`config.mk`:
```
export PLATFORM = sky130hd
export DESIGN_NAME = object_sprite
export DESIGN_NICKNAME = d
export VERILOG_FILES = /design/src/rtl/object_sprite.sv
export SDC_FILE = /design/constraint.sdc
export NUM_CORES = 1
export LEC_CHECK = 0
export ABC_AREA = 1
export BUFFER_PORTS_ARGS = -buffer_cell sky130_fd_sc_hd__buf_4
export CORE_MARGIN = 2
export CORE_UTILIZATION = 50
export CTS_BUF_LIST = sky130_fd_sc_hd__clkbuf_4
export CTS_CLUSTER_SIZE = 12
export DETAILED_ROUTE_END_ITERATION = 7
export PLACE_DENSITY = 0.86
export REMOVE_ABC_BUFFERS = 1
export SLEW_MARGIN = 30
export SYNTH_ARGS = -nofsm -noshare
export SYNTH_HDL_FRONTEND = slang
export SYNTH_SLANG_ARGS = --single-unit
```
`constraint.sdc`:
```
create_clock -name clk -period 3.6 [get_ports clk]
set_input_delay 0.54 -clock clk [delete_from_list [all_inputs] [get_ports clk]]
set_output_delay 0.54 -clock clk [all_outputs]
set_load 0.01 [all_outputs]
```
`src/rtl/object_sprite.sv`:
```
// object_sprite
//   Moving bitmap sprite for the VGA pixel pipeline. The sprite position
//   bounces inside the active area and updates once per frame, at the start
//   of vertical blanking. The block drives the row address of an external
//   combinational bitmap ROM. It produces a registered per-pixel hit flag
//   for the colour mux. That flag lags HCount/VCount by one clock.
//
// Optional build macro: SPRITE_MIRROR_EN adds input mirror_x, which flips
//   the bitmap horizontally while it is high.
//
// Ports
//   clk        pixel clock; HCount advances once per cycle
//   rst_n      asynchronous active-low reset
//   HCount     current column from the sync generator
//   VCount     current row from the sync generator
//   move_en    enables motion; sampled only at the frame tick
//   speed      pixels per frame on each axis; 0 = stationary
//   rom_addr   combinational ROM row address: VCount - pos_y, truncated
//   rom_data   combinational ROM row; bit i = column i
//   mirror_x   (SPRITE_MIRROR_EN only) horizontal flip
//   sprite_on  registered pixel-hit flag
//   pos_x      current left edge
//   pos_y      current top edge
//   hit_edge   one-cycle pulse after a frame tick on which any axis bounced
module object_sprite #(
  parameter int SPR_W    = 200,
  parameter int SPR_H    = 150,
  parameter int ADDR_W   = 8,
  parameter int X_INIT   = 430,
  parameter int Y_INIT   = 165,
  parameter int H_ACTIVE = 640,
  parameter int V_ACTIVE = 480
) (
  input  logic              clk,
  input  logic              rst_n,
  input  logic [9:0]        HCount,
  input  logic [9:0]        VCount,
  input  logic              move_en,
  input  logic [3:0]        speed,
  output logic [ADDR_W-1:0] rom_addr,
  input  logic [SPR_W-1:0]  rom_data,
`ifdef SPRITE_MIRROR_EN
  input  logic              mirror_x,
`endif
  output logic              sprite_on,
  output logic [9:0]        pos_x,
  output logic [9:0]        pos_y,
  output logic              hit_edge
);

  localparam int          COL_W = (SPR_W > 1) ? $clog2(SPR_W) : 1;
  localparam logic [10:0] X_MAX = 11'(H_ACTIVE - SPR_W);
  localparam logic [10:0] Y_MAX = 11'(V_ACTIVE - SPR_H);

  typedef struct packed {
    logic [9:0] pos;
    logic       dir;     // 0 = increasing, 1 = decreasing
    logic       bounce;
  } axis_t;

  // One axis of bounce motion. The arithmetic is 11 bits wide, so
  // pos + speed never wraps before it is compared against the limit.
  function automatic axis_t step_axis(input logic [9:0]  pos,
                                      input logic        dir,
                                      input logic [3:0]  spd,
                                      input logic [10:0] lim);
    axis_t       r;
    logic [10:0] p;
    logic [10:0] s;
    p        = {1'b0, pos};
    s        = {7'd0, spd};
    r.pos    = pos;
    r.dir    = dir;
    r.bounce = 1'b0;
    if (!dir) begin
      if (p + s >= lim) begin
        r.pos    = lim[9:0];
        r.dir    = 1'b1;
        r.bounce = 1'b1;
      end else begin
        r.pos = 10'(p + s);
      end
    end else begin
      if (p <= s) begin
        r.pos    = 10'd0;
        r.dir    = 1'b0;
        r.bounce = 1'b1;
      end else begin
        r.pos = 10'(p - s);
      end
    end
    return r;
  endfunction

  logic             dir_x, dir_y;
  logic             vblank_q;   // registered VCount == V_ACTIVE compare
  logic             vblank_now;
  logic             tick;
  logic             in_box;
  logic             pix;
  logic [10:0]      col_full;
  logic [COL_W-1:0] col_idx;
  axis_t            nx, ny;

  assign rom_addr = ADDR_W'(VCount - pos_y);

  // Rising edge of the blanking compare, so the tick fires on the first
  // clock of VCount == V_ACTIVE and only once per frame.
  assign vblank_now = (VCount == 10'(V_ACTIVE));
  assign tick       = vblank_now & ~vblank_q;

  // NOTE: every signal assigned in always_comb gets a default first, so no
  // path through the block leaves it unassigned and infers a latch.
  always_comb begin
    in_box   = 1'b0;
    col_full = {1'b0, HCount} - {1'b0, pos_x};
    col_idx  = col_full[COL_W-1:0];
    pix      = 1'b0;
    if (({1'b0, HCount} >= {1'b0, pos_x}) &&
        ({1'b0, HCount} <= {1'b0, pos_x} + 11'(SPR_W - 1)) &&
        ({1'b0, VCount} >= {1'b0, pos_y}) &&
        ({1'b0, VCount} <= {1'b0, pos_y} + 11'(SPR_H - 1)))
      in_box = 1'b1;
`ifdef SPRITE_MIRROR_EN
    if (mirror_x)
      col_idx = COL_W'(SPR_W - 1) - col_idx;
`endif
    // The range guard only matters outside the box, where the column index
    // can point past the ROM word. That pixel is masked by in_box anyway.
    if (int'(col_idx) < SPR_W)
      pix = rom_data[col_idx];
  end

  always_comb begin
    nx = step_axis(pos_x, dir_x, speed, X_MAX);
    ny = step_axis(pos_y, dir_y, speed, Y_MAX);
  end

  // NOTE: sequential state uses non-blocking assignments. All registers
  // then see the pre-edge values, whatever order the statements are in.
  always_ff @(posedge clk or negedge rst_n) begin
    if (!rst_n) begin
      pos_x     <= 10'(X_INIT);
      pos_y     <= 10'(Y_INIT);
      dir_x     <= 1'b0;
      dir_y     <= 1'b0;
      vblank_q  <= 1'b0;
      sprite_on <= 1'b0;
      hit_edge  <= 1'b0;
    end else begin
      vblank_q  <= vblank_now;
      sprite_on <= in_box & pix;
      hit_edge  <= tick & move_en & (nx.bounce | ny.bounce);
      if (tick && move_en) begin
        pos_x <= nx.pos;
        dir_x <= nx.dir;
        pos_y <= ny.pos;
        dir_y <= ny.dir;
      end
    end
  end

endmodule

```
# Yosys cells after proc, flatten, opt, wreduce, memory -nomap -nowiden
# Index checks and enable logic that the tools add are counted.
[totals] output_inout_bits=30 in_bits=227 reg_bits=25
[op_classes] mux=14 n_eq_ne=1 n_lt_le_gt_ge=10 bitwise=6 n_addsub=8 reduce_logical=4
[ops] operator="$mux 10" count=4
[ops] operator="$mux 12" count=2
[ops] operator="$add 10x4->11" count=2
[ops] operator="$add 10x8->11 const B" count=2
[ops] operator="$ge 11x9->1 const B" count=2
[ops] operator="$le 10x11->1" count=2
[ops] operator="$ge 10x10->1" count=2
[ops] operator="$le 10x4->1" count=2
[ops] operator="$sub 10x4->10" count=2
[ops] operator="$sub 8x8->8" count=2
[ops] operator="$eq 10x9->1 const B" count=1
[ops] operator="$lt 8x9->1 const B" count=1
[ops] operator="$bmux 1 s8" count=1
[ops] operator="$lt 8x8->1 const B" count=1
[ops] operator="$mux 2" count=4
[ops] operator="$and 1x1->1" count=4
[ops] operator="$logic_and 1x1->1" count=4
[ops] operator="$mux 1" count=3
[ops] operator="$not 1->1" count=1
[ops] operator="$or 1x1->1" count=1

# Longest topological paths before layout
# Gate-level depths: netlist of the first run.
[depth] word_depth=7 ltp_mapped=17

# Worst setup path before layout of the first run
# No wires, ideal clock.
[synth_timing] path_type="flip-flop to output port" startpoint="register pos_y[2]" endpoint="output port rom_addr[7]" path_stages_with_launch=11 t_required_ps=3060 path_slack_ps=1069 t_arrival_ps=1991 n_path_buf=0 path_cell_list="dfstp_2 > inv_1 > ha_1 > a21oi_1 > o21ai_0 > a21o_1 > a21oi_1 > nor2_1 > nor2_1 > o21bai_1 > xor2_1"
[synth_between] elab_chain_cells=1
[synth_lines] item="start, declared" line="47" text="output logic [9:0] pos_y,"
[synth_lines] item="start signal, assigned" line="144" text="pos_y <= 10'(Y_INIT);"
[synth_lines] item="start signal, assigned" line="157" text="pos_y <= ny.pos;"
[synth_lines] item="$sub 8x8->8" line="105" text="assign rom_addr = ADDR_W'(VCount - pos_y);"
[synth_lines] item="end, declared" line="40" text="output logic [ADDR_W-1:0] rom_addr,"
# Every way passes these cells.

# Final worst setup path of the first run
[layout_timing] startpoint="register pos_y[1]" endpoint="output port rom_addr[7]"
# The elaborated chain is that of the path after synthesis.

==> results of run 1 <==
==> power by group through the flow <==
stage | combinational, mW | clock, mW | sequential, mW
2_1_floorplan | 0.457 | 0 | 0.299
3_5_place_dp | 0.817 | 0 | 0.300
4_1_cts | 0.820 | 0.141 | 0.295
3_3_place_gp | 0.806 | 0 | 0.300
6_report | 0.831 | 0.141 | 0.295
5_1_grt | 0.922 | 0.152 | 0.296
==> path summary, 6_finish.rpt <==
path | slack [ns] | to | depth (start not counted) | startpoint
setup / recovery | 0.41 | rom_addr[7] | 11 | pos_y[1]
hold / removal | 0.07 | pos_y[4] | 1 | rst_n
setup reg to reg | 0.67 | sprite_on | 12 | pos_x[1]
hold reg to reg | 0.55 | pos_y[7] | 2 | pos_y[7]
max in group asynchronous | 3.20 | pos_x[5] | 1 | rst_n
min in group clk | 0.51 | vblank_q | 4 | VCount[4]
==> placed cells by master, fill, tap and decap left out, types with 5 or more instances in the layout <==
cell type / instances
o211ai_1: 13
inv_1: 111
xor2_1: 29
nor2_1: 205
nand3_1: 139
fa_1: 5
a21oi_1: 54
buf_4: 265
ha_1: 57
a22oi_1: 8
dfrtp_1: 15
nand4_1: 15
nor3_1: 8
o21ai_0: 89
a31oi_1: 7
or2_2: 7
xnor2_1: 5
dfstp_2: 10
nand2_1: 208
==> cell families after synthesis <==
family / count (synthesis) / share of synthesized area [%]
simple gates: 591 / 41.6
compound gates: 183 / 16.9
buf+inv: 163 / 11.1
fa+ha+maj: 64 / 14.1
xor+xnor: 37 / 5.66
flops: 25 / 10.7
==> worst max-delay path, delay by kind of cell (launching register included) <==
kind            cells  cell delay, ns
compound gates      4            0.65
flops               1            0.61
buf+inv             2            0.37
fa+ha+maj           1            0.34
simple gates        3            0.18
xor+xnor            1            0.17
==> routing by layer <==
layer	global-route usage [%]	share of wire [%]	vias to the layer above
li1	-	-	3939
met1	45.7	42	3539
met2	58.4	46	425
met3	5.74	9.8	48
met4	9.11	2.6	0
met5	0	0	-
==> area by class of cell <==
type / instances / area [um^2] / share of cell area, %
clock buffers: 3 / 22.5 / 0.281
clock inverters: 1 / 5.00 / 0.0625
inverters: 115 / 432 / 5.39
multi-input cells: 875 / 4710 / 58.8
flip-flops and latches: 25 / 638 / 7.96
well taps: 143 / 179 / 2.23
repair buffers: 267 / 2030 / 25.3
==> through the flow <==
stage / setup TNS, ns / utilization, % / area (um^2) / setup WS (ns)
after floorplan: -1.16 / - / 5760 / -1.16
after global placement: 0 / 69.1 / 7990 / 0.624
after detailed placement: 0 / 69.1 / 7990 / 0.555
after CTS: 0 / 69.3 / 8010 / 0.418
after global routing: 0 / 69.3 / 8010 / 0.199
final: 0 / 69.3 / 8010 / 0.409
==> registers in the layout, indices dropped and copies added, names as in the netlist <==
signal and count:
pos_x 10, pos_y 10, dir_x 1, vblank_q 1, dir_y 1, sprite_on 1, hit_edge 1
==> key figures, run 1 <==
CTS
  – Postcts setup bufs: 0
  – Worst skew pair latency: 0.34 ns
  – # H-tree levels: 1
  – CTS clock-pin slew for the worst setup and hold paths: 0.17 ns
  – CTS Buffer Depth: 2
  – Clk sinks: 25
  – Hold Buf Count CTS: 0
  – Clk root buf: clkbuf_4
  – CTS tree: yes
  – Num CTS Buffers: 3
  – Post-CTS resize count: 0

Final layout
  – Final nets: 1578
  – Share of cells above drive strength 1: 23.4%
  – Area Overhead vs Synth: 33.8%
  – Inserted Diodes: 0
  – Filler cell count: 1102
  – Non-Filler Instances: 1429

Floorplan
  – Core box area: 11600 um^2
  – Initial Utilization: 51.8%
  – # IOs: 257
  – Die Y-Extent: 113 um
  – DIE WIDTH: 113 um
  – Rows: 39
  – DIE AREA: 12900 um^2

Power and ir drop
  – Pint: 0.713 mW
  – Sw Share: 43.7%
  – PwrDens: 158 nW/um^2
  – Sequential share of power: 23.3%
  – Sw power: 0.554 mW
  – IR drop worst, VDD: 0.000191 V
  – LEAKAGE: 4.28 nW
  – Share of total power in combinational logic: 65.6%
  – Clock share of power: 11.1%
  – Power Total: 1.27 mW

STA
  – Slew HR: 58.8%
  – Worst slew pin tran: 0.618 ns
  – Crit share post-route: 88.6%
  – Worst Skew: 0.0249 ns
  – Final slew viol count: 0
  – Hold WS: 0.0673 ns
  – Max Clock Freq: 313 MHz
  – Post-layout min period: 3.19 ns
  – Final Hold Viols: 0
  – RSZ-0062 raised after global routing: false
  – Final setup violation count: 0

Critical path
  – Critical Path Sink Type: output pin
  – Most frequent CP cell: nor2_1
  – Critical path data arrival time: 2.65 ns
  – Crit path cell chain: inv_1 > ha_1 > nand2_1 > o21ai_0 > a21o_1 > a21oi_1 > nor2_1 > nor2_1 > o21bai_1 > xor2_1 > buf_4
  – Critical path class: flip-flop to output pin
  – Slowest-stage cell, CP: dfrtp_1
  – Peak fanout along the critical path: 7
  – Worst EP required: 3.06 ns
  – Critical Path Max Stage Delay: 0.61 ns
  – CP startpoint kind: flip-flop

Yosys
  – Synth Cell Area: 5990 um^2
  – Most frequent cells after synthesis: nand2_1 (208), nor2_1 (205), nand3_1 (139)
  – Synth top area share: 13.0%
  – Post-synth ARST share: 100%
  – Synth unique cells: 40
  – EDFF count, synth: 0
  – Largest area contributor in the netlist: nand2_1
  – Post-synthesis sequential area ratio: 10.7%
  – Seq cells post-synth: 25
  – Avg Cell Area, Syn: 5.64 um^2
  – Yosys warns: 0
  – Synth area leaders: nand2_1 (13%), nor2_1 (13%), ha_1 (12%), nand3_1 (12%), o21ai_0 (7.4%)
  – Most common cell in the synthesized netlist: nand2_1
  – Most used DFF post-synth: dfrtp_1
  – Post-Synthesis Cells: 1063

Global routing
  – Gr usage total: 34.5%
  – Largest net degree at the start of global routing: 121
  – Vias in the first global route: 7483
  – Remaining global-route overflow: 0
  – First-pass GRT wire length: 36300 um
  – Initial antenna violation count: 0

Placement
  – Detailed placement HPWL: 18600 um
  – Placed cell count: 1425
  – GPL Wtd Cong: 1.00
  – IO buf count: 256

Route
  – Drt pass-1 iters: 6
  – Initial drt markers: 1018
  – DR vias/cell: 5.56
  – WL/cell: 16.1 um
  – Total Routed Length: 23000 um
  – # DRC: 0
  – Vias: 7951
  – ANT nets after route: 0

Worst hold path
  – Hold Path Class: primary input to asynchronous set/reset pin

Run status
  – Status: completed

Job
  – Max cap viols: 0
Note: power is estimated with default switching activity, not from simulation.
==> inputs of run 2 (changes only) <==
Settings changed: SLEW_MARGIN 30 to not set.
Clock period 3.6 ns to 3.1 ns, I/O delays scaled along.
==> key figures, run 2 (synthesis results as in run 1) <==
Global routing
  – Remaining global-route overflow: 0
  – Initial antenna violation count: 0
  – First-pass GRT wire length: 36700 um
  – Met3 usage: 4.84%
  – Vias in the first global route: 7303
  – Largest net degree at the start of global routing: 70
  – Gr usage total: 35.3%
  – Grt peak-use layer: met2
  – Grt met1 use: 47.1%
  – Grt met2 use: 58.9%

Route
  – # DRC: 0
  – DR vias/cell: 5.61
  – Initial drt markers: 815
  – Drt pass-1 iters: 6
  – ANT nets after route: 0
  – WL/cell: 16.2 um
  – Total Routed Length: 23400 um
  – Vias: 8102

STA
  – RSZ-0062 raised after global routing: false
  – Crit share post-route: 95.0%
  – Worst Skew: 0.00406 ns
  – Slew HR: 59.2%
  – Post-layout min period: 2.95 ns
  – Hold WS: -0.00204 ns
  – Final setup violation count: 0
  – Final slew viol count: 0
  – Max Clock Freq: 339 MHz
  – Final Hold Viols: 5
  – Worst slew pin tran: 0.612 ns

Power and ir drop
  – Clock share of power: 11.2%
  – Share of total power in combinational logic: 66.1%
  – Sw power: 0.655 mW
  – LEAKAGE: 4.35 nW
  – Pint: 0.844 mW
  – Sequential share of power: 22.7%
  – Sw Share: 43.7%
  – IR drop worst, VDD: 0.000207 V
  – PwrDens: 184 nW/um^2

Critical path
  – Critical path data arrival time: 2.48 ns
  – Critical Path Sink Type: output pin
  – R2R Setup Slk: 0.25 ns
  – Peak fanout along the critical path: 4
  – CP startpoint kind: flip-flop
  – CP Launch Point: pos_y[2]
  – Critical path class: flip-flop to output pin
  – Reg2Reg Depth: 13
  – RR Startpoint: pos_x[0]
  – Worst EP required: 2.63 ns
  – Reg2reg end: sprite_on

Final layout
  – Share of cells above drive strength 1: 24.3%
  – Most common cell after layout, fill and taps aside: buf_4
  – Inserted Diodes: 0
  – Final Util: 70.3%
  – Commonest cells after routing, fill and taps aside: buf_4 (278), nand2_1 (208), nor2_1 (205)
  – Non-Filler Instances: 1443
  – Largest regs: pos_x (10), pos_y (10)
  – Final nets: 1592
  – Area Overhead vs Synth: 35.8%

Floorplan
  – Core box area: 11600 um^2
  – Die Y-Extent: 113 um
  – Rows: 39
  – # IOs: 257
  – Initial Utilization: 51.8%
  – DIE WIDTH: 113 um
  – DIE AREA: 12900 um^2

CTS
  – Clk sinks: 25
  – Worst skew pair latency: 0.34 ns
  – CTS clock-pin slew for the worst setup and hold paths: 0.16 ns
  – CTS tree: yes
  – # H-tree levels: 1
  – Clk root buf: clkbuf_4
  – Num CTS Buffers: 3
  – CTS Buffer Depth: 2

Placement
  – IO buf count: 256
  – Placed cell count: 1437
  – Detailed placement HPWL: 19300 um
  – GPL Wtd Cong: 1.01

Run status
  – Status: complete, but fails checks
  – Failing checks: negative hold slack

Job
  – Max cap viols: 0

Worst hold path
  – Hold Path Class: primary input to asynchronous set/reset pin
-- run 2: power by group through the flow --
stage	Sequential, mW	Clock, mW	Combinational, mW
detailed placement	0.346	0	0.974
CTS	0.340	0.168	0.978
global route	0.341	0.177	1.10
finish	0.341	0.168	0.990
global placement	0.346	0	0.966
floorplan	0.347	0	0.530
-- run 2: worst max path at each step --
| stage | end | cells past startpoint | slack (ns) |
|---|---|---|---|
| after global placement | sprite_on | 15 | 0.06 |
| after detailed placement | sprite_on | 15 | 0.03 |
| after CTS | rom_addr[7] | 11 | 0.002 |
| final | rom_addr[7] | 11 | 0.15 |
| after floorplan | sprite_on | 12 | -1.63 |
| after global routing | rom_addr[7] | 11 | 0.03 |
-- run 2: critical path: stages (launching register included) --
cell and delay [ns]:
dfstp_2 0.56, inv_1 0.08, ha_1 0.35, a21oi_1 0.17, o21ai_1 0.11, a21o_1 0.17
a21oi_1 0.19, nor2_1 0.06, nor2_1 0.09, o21bai_1 0.08, xor2_1 0.14, buf_4 0.15
-- run 2: metal layers --
layer | share of wire (%) | wire [um]
met1 | 40 | 9410
met2 | 46 | 10800
met3 | 9.9 | 2310
met4 | 3.7 | 859
met5 | 0 | 0
-- run 2: through the flow --
| step | area (um^2) | TNS (ns) | setup WS [ns] | total power [mW] |
|---|---|---|---|---|
| detailed placement | 8090 | 0 | 0.0273 | 1.32 |
| finish | 8140 | 0 | 0.154 | 1.50 |
| global route | 8140 | 0 | 0.0269 | 1.62 |
| global placement | 8090 | 0 | 0.0630 | 1.31 |
| CTS | 8120 | 0 | 0.00168 | 1.49 |
| floorplan | 5760 | -1.63 | -1.63 | 0.878 |
-- run 2: final cells by class --
| type | count | area, um^2 |
|---|---|---|
| fillers | 1129 | 3430 |
| multi-input cells | 875 | 4710 |
| clock inverters | 1 | 7.51 |
| well taps | 143 | 179 |
| flip-flops and latches | 25 | 639 |
| repair buffers | 281 | 2150 |
| inverters | 115 | 432 |
| clock buffers | 3 | 22.5 |
-- run 2: what timing repair did --
action	CTS	global route
resized for setup	0	2
hold buffers	0	0
endpoints found under the hold margin	0	0
setup endpoints to repair	0	1
setup buffers	0	2
